==> src/rtl/imem_fetch_ctrl.sv <==
// rtl/imem_fetch_ctrl.sv - instruction fetch sequencer: PC, imem addressing, 2-entry decode buffer
// Handles redirects, halt instruction and out-of-range/misaligned fetch faults.
module imem_fetch_ctrl #(
    parameter logic [31:0] RESET_PC    = 32'h0000_0000,
    parameter int unsigned DEPTH_WORDS = 1024,
    parameter logic [31:0] HALT_INSTR  = 32'hFC00_0000
) (
    input  logic        clk,
    input  logic        rst_n,
    input  logic        start,
    output logic [31:0] imem_addr,
    input  logic [31:0] imem_instr,
    input  logic        redirect_valid,
    input  logic [31:0] redirect_pc,
    output logic        out_valid,
    input  logic        out_ready,
    output logic [31:0] out_instr,
    output logic [31:0] out_pc,
    output logic        halted,
    output logic        fault
);

    typedef enum logic [1:0] {
        S_IDLE,
        S_RUN,
        S_HALT,
        S_FAULT
    } state_t;

    state_t      r_state;
    logic [31:0] r_pc;
    logic [31:0] r_buf_pc    [2];
    logic [31:0] r_buf_instr [2];
    logic        r_head;
    logic [1:0]  r_count;

    logic w_pop;
    logic w_space;
    logic w_in_range;
    logic w_fetch;
    logic w_tail;
    logic w_is_halt;
    logic w_aligned;
    logic w_flush;

    assign w_pop      = (r_count != 2'd0) && out_ready;
    assign w_space    = (r_count != 2'd2) || w_pop;
    assign w_in_range = (r_pc >> 2) < 32'(DEPTH_WORDS);
    assign w_fetch    = (r_state == S_RUN) && !redirect_valid && w_space && w_in_range;
    // Tail slot is head when empty or full; a full buffer only accepts a push alongside a pop.
    assign w_tail     = r_head ^ r_count[0];
    assign w_is_halt  = (imem_instr == HALT_INSTR);
    assign w_aligned  = (redirect_pc[1:0] == 2'b00);
    assign w_flush    = redirect_valid && ((r_state == S_RUN) || (r_state == S_HALT));

    always_ff @(posedge clk or negedge rst_n) begin
        if (!rst_n) begin
            r_state        <= S_IDLE;
            r_pc           <= RESET_PC;
            r_head         <= 1'b0;
            r_count        <= 2'd0;
            r_buf_pc[0]    <= 32'h0;
            r_buf_pc[1]    <= 32'h0;
            r_buf_instr[0] <= 32'h0;
            r_buf_instr[1] <= 32'h0;
        end else begin
            if (w_pop) begin
                r_head <= ~r_head;
            end
            if (w_fetch) begin
                r_buf_pc[w_tail]    <= r_pc;
                r_buf_instr[w_tail] <= imem_instr;
            end
            if (w_flush) begin
                r_count <= 2'd0;
            end else begin
                r_count <= r_count + {1'b0, w_fetch} - {1'b0, w_pop};
            end

            case (r_state)
                S_IDLE: begin
                    if (redirect_valid && w_aligned) begin
                        r_pc <= redirect_pc;
                    end
                    if (start) begin
                        r_state <= S_RUN;
                    end
                end
                S_RUN, S_HALT: begin
                    if (redirect_valid) begin
                        if (w_aligned) begin
                            r_pc    <= redirect_pc;
                            r_state <= S_RUN;
                        end else begin
                            r_state <= S_FAULT;
                        end
                    end else if ((r_state == S_RUN) && w_space) begin
                        if (!w_in_range) begin
                            r_state <= S_FAULT;
                        end else if (w_is_halt) begin
                            r_state <= S_HALT;
                        end else begin
                            r_pc <= r_pc + 32'd4;
                        end
                    end
                end
                default: begin
                    r_state <= S_FAULT;
                end
            endcase
        end
    end

    assign imem_addr = r_pc;
    assign out_valid = (r_count != 2'd0);
    assign out_pc    = r_buf_pc[r_head];
    assign out_instr = r_buf_instr[r_head];
    assign halted    = (r_state == S_HALT);
    assign fault     = (r_state == S_FAULT);

endmodule
==> config.mk <==
export PLATFORM = sky130hd
export DESIGN_NAME = imem_fetch_ctrl
export DESIGN_NICKNAME = d
export VERILOG_FILES = /design/src/rtl/imem_fetch_ctrl.sv
export SDC_FILE = /design/constraint.sdc
export NUM_CORES = 1
export LEC_CHECK = 0
export BUFFER_PORTS_ARGS = -buffer_cell sky130_fd_sc_hd__clkbuf_2
export CAP_MARGIN = 20
export CELL_PAD_IN_SITES_DETAIL_PLACEMENT = 0
export CELL_PAD_IN_SITES_GLOBAL_PLACEMENT = 1
export CORE_MARGIN = 8
export CORE_UTILIZATION = 47
export DETAILED_ROUTE_END_ITERATION = 10
export PLACE_DENSITY = 0.95
export SYNTH_ARGS = -nofsm -noshare
export SYNTH_HDL_FRONTEND = slang
export SYNTH_SLANG_ARGS = --single-unit
==> constraint.sdc <==
create_clock -name clk -period 5.4 [get_ports clk]
set_clock_uncertainty 0.15 [all_clocks]
set_input_delay 0 -clock clk [delete_from_list [all_inputs] [get_ports clk]]
set_output_delay 0 -clock clk [all_outputs]
set_load 0.02 [all_outputs]
==> results.py <==
metrics = {
    "run_status": {
        "status": "completed",
    },
    "power_and_ir_drop": {
        "vdd_drop_max_mv": 0.307,
        "power_leakage_nw": 5.00,
        "power.share.clock_pct": 32.2,
        "net-switching-power_mw": 1.33,
        "cellPowerDensity_nw_per_um2": 406,
        "pwr-share-seq_pct": 39.1,
        "p_sw_share_pct": 34.0,
        "pwr-share-comb_pct": 28.7,
        "p_int_mw": 2.58,
    },
    "yosys": {
        "synth.distinct_cells": 46,
        "synthArstFlopShare_pct": 100,
        "synth-main-ff-cell": "dfrtp_1",
        "syn_inst": 561,
        "syn_avg_cell_area_sq_um": 13.1,
        "ys_ff_latch": 165,
        "yosysWarnings": 0,
        "ys_seq_area_share_pct": 56.2,
        "synth_nets": 637,
        "synth_edf_count": 0,
        "syn_area_sq_um": 7350,
    },
    "floorplanning": {
        "die_w_um": 141,
        "top_level_ports": 168,
        "start_util_pct": 48.2,
        "fp.coreArea_sq_um": 15300,
        "die_y_um": 141,
        "rows": 45,
        "die_area_sq_um": 19900,
    },
    "timing": {
        "hold_slack_ns": 0.116,
        "fmax_mhz": 294,
        "setup_viol": 0,
        "finalHoldViolations": 0,
        "slew_headroom_pct": 34.3,
        "finalSetupTns_ns": 0,
        "fin_crit_ns": 3.40,
        "fin_crit_sh_pct": 63.0,
        "worst_pin_slew_ns": 0.985,
        "drv_slew": 0,
        "rsz0062_at_grt": "no",
    },
    "critical_path": {
        "path_depth": 6,
        "critical_path.max_stage_delay_ns": 0.72,
        "setup.worst_path.end_class": "flop",
        "worstPathArrival_ns": 3.55,
        "reg2regPathDepth": 6,
        "cp_cell_sequence": "nor4_1 -> nand3_1 -> or3b_4 -> nor2_4 -> buf_4 -> mux2_2",
        "critical-path-top-delay-family": "simple AND/OR/NAND/NOR gates",
        "start_kind": "flop",
        "worst-path-buf-inv": 1,
        "cp.required_ns": 5.55,
        "cp_max_fo": 35,
        "worstSetupPathType": "reg -> reg",
        "worstSetupEndpoint": "r_buf_pc[39]",
        "reg2reg_slack_ns": 2.00,
        "r2r_end": "r_buf_pc[39]",
        "worstSetupStartpoint": "imem_addr[12]",
        "r2r-start": "imem_addr[12]",
        "crit_slowest_cell": "nor2_4",
    },
    "global_route": {
        "grt_usage_pct": 19.0,
        "grt_start_max_net_pins": 106,
        "antenna_found_initial": 0,
        "grt_pass1_vias": 5833,
        "grt_pass1_wl_mm": 30.1,
        "grt-ovfl-total": 0,
    },
    "drt": {
        "ant_nets": 0,
        "num_vias": 5407,
        "drt_pass1_iterations": 4,
        "vias_per_cell": 5.33,
        "wl_per_cell_um": 18.3,
        "drc": 0,
        "routed_wl_mm": 18.6,
        "drt_iter0_drc": 259,
    },
    "worst_hold_path": {
        "hold_class": "in -> reg",
        "hp-start": "redirect_pc[1]",
    },
    "clock_network": {
        "clk_latency_ns": 0.42,
        "cts_sinks": 165,
        "clk_path_buf_depth": 2,
        "clk_pin_slew_ns": 0.06,
        "numCtsBuffers": 17,
        "cts_root_buf": "clkbuf_16",
        "cts_tree": "done",
        "cts_max_level": 4,
    },
    "final_layout": {
        "drive_gt1_share_pct": 40.4,
        "n_fill_cell": 1167,
        "final_nets": 867,
        "mostFrequentLayoutCell": "clkbuf_2",
        "layout_common_cells": "166 x clkbuf_2, 164 x dfrtp_1, 112 x mux2_2",
        "diodes": 0,
        "area_growth_pct": 31.0,
    },
    "job": {
        "max_cap_violations": 0,
    },
    "placement": {
        "io_buffers": 167,
        "dp_hpwl_mm": 12.3,
        "gp_congestion": 0.880,
    },
}
==> state kept, by name, indices dropped and copies added (netlist names) <==
name and cells:
r_buf_pc 64, r_state 2, r_head 1, r_buf_instr 64
r_count 2, imem_addr 32
==> layout make-up <==
| type | instances | area (sq um) | area share, % |
|---|---|---|---|
| clock buffer | 21 | 480 | 4.99 |
| clock inverter | 11 | 149 | 1.55 |
| inverter | 8 | 30.0 | 0.312 |
| multi-input combinational | 359 | 3020 | 31.3 |
| sequential | 165 | 4130 | 42.9 |
| tap | 211 | 264 | 2.74 |
| timing repair buffer | 240 | 1560 | 16.2 |
==> worst min-delay path: cells and delay by family <==
kind | cells | cell delay, ns
AOI/OAI and AO/OA | 3 | 0.33
buffers and inverters | 1 | 0.08
and+or+nand+nor | 2 | 0.23
==> what timing repair did <==
item	in CTS	in global routing
hold buffers	68	0
hold endpoints to repair	205	0
gates resized for setup	0	0
setup buffers	0	0
==> layer usage <==
metal  wire length, um  vias up  GRT usage (%)  part of all wire (%)
li1                  -     2467              -                     -
met1              8140     2708           23.8                    44
met2              9070      194           30.9                    49
met3               895       38           4.73                   4.8
met4               469        0           8.14                   2.5
met5                 0        -              0                     0
==> metrics by stage <==
step | instances | power (mW) | instance area [sq um] | setup WS (ns) | util, %
after floorplan | 561 | 2.28 | 7350 | 3.04 | -
after global placement | 915 | 2.59 | 8320 | 2.11 | 54.5
after detailed placement | 915 | 2.63 | 8320 | 2.01 | 54.5
after CTS | 1015 | 3.93 | 9630 | 2.02 | 63.1
after global routing | 1015 | 4.10 | 9630 | 1.82 | 63.1
final | 1015 | 3.91 | 9630 | 2.00 | 63.1
==> Yosys cell counts (all sizes together) (4+ instances only) <==
library cell	count	area share (%)
clkbuf	12	0.61
dfrtp	165	56
a22o	10	1.2
ha	7	1.2
o211ai	5	0.51
nor4	14	1.2
inv	8	0.41
o21ai	13	0.88
nand2	22	1.1
mux2	152	23
nor2	19	1.1
nor3	10	0.68
a21oi	14	1.0
nand3	5	0.34
nor2b	45	3.8
nand2b	4	0.34
buf	17	1.9
==> cells by family after synthesis <==
group / share of synthesized area (%)
flip-flops: 56.2
multiplexers: 23.6
AND/OR/NAND/NOR: 10.1
AO/OA/AOI/OAI: 5.58
buffers and inverters: 2.89
adder cells (fa/ha/maj): 1.19
XOR/XNOR: 0.477
==> how the worst min path moves through the flow <==
stage,to,cells after the start
floorplan,imem_addr[0],0
global placement,r_buf_pc[61],1
detailed placement,r_buf_pc[61],1
CTS,imem_addr[3],6
global route,imem_addr[3],6
finish,imem_addr[3],6
==> power by group through the flow <==
stage	clock [mW]	sequential [mW]	combinational, mW
floorplan	0	1.64	0.646
finish	1.26	1.53	1.12
global route	1.33	1.55	1.23
CTS	1.28	1.52	1.12
detailed placement	0	1.55	1.08
global placement	0	1.53	1.06
Note: power is estimated with default switching activity, not from simulation.
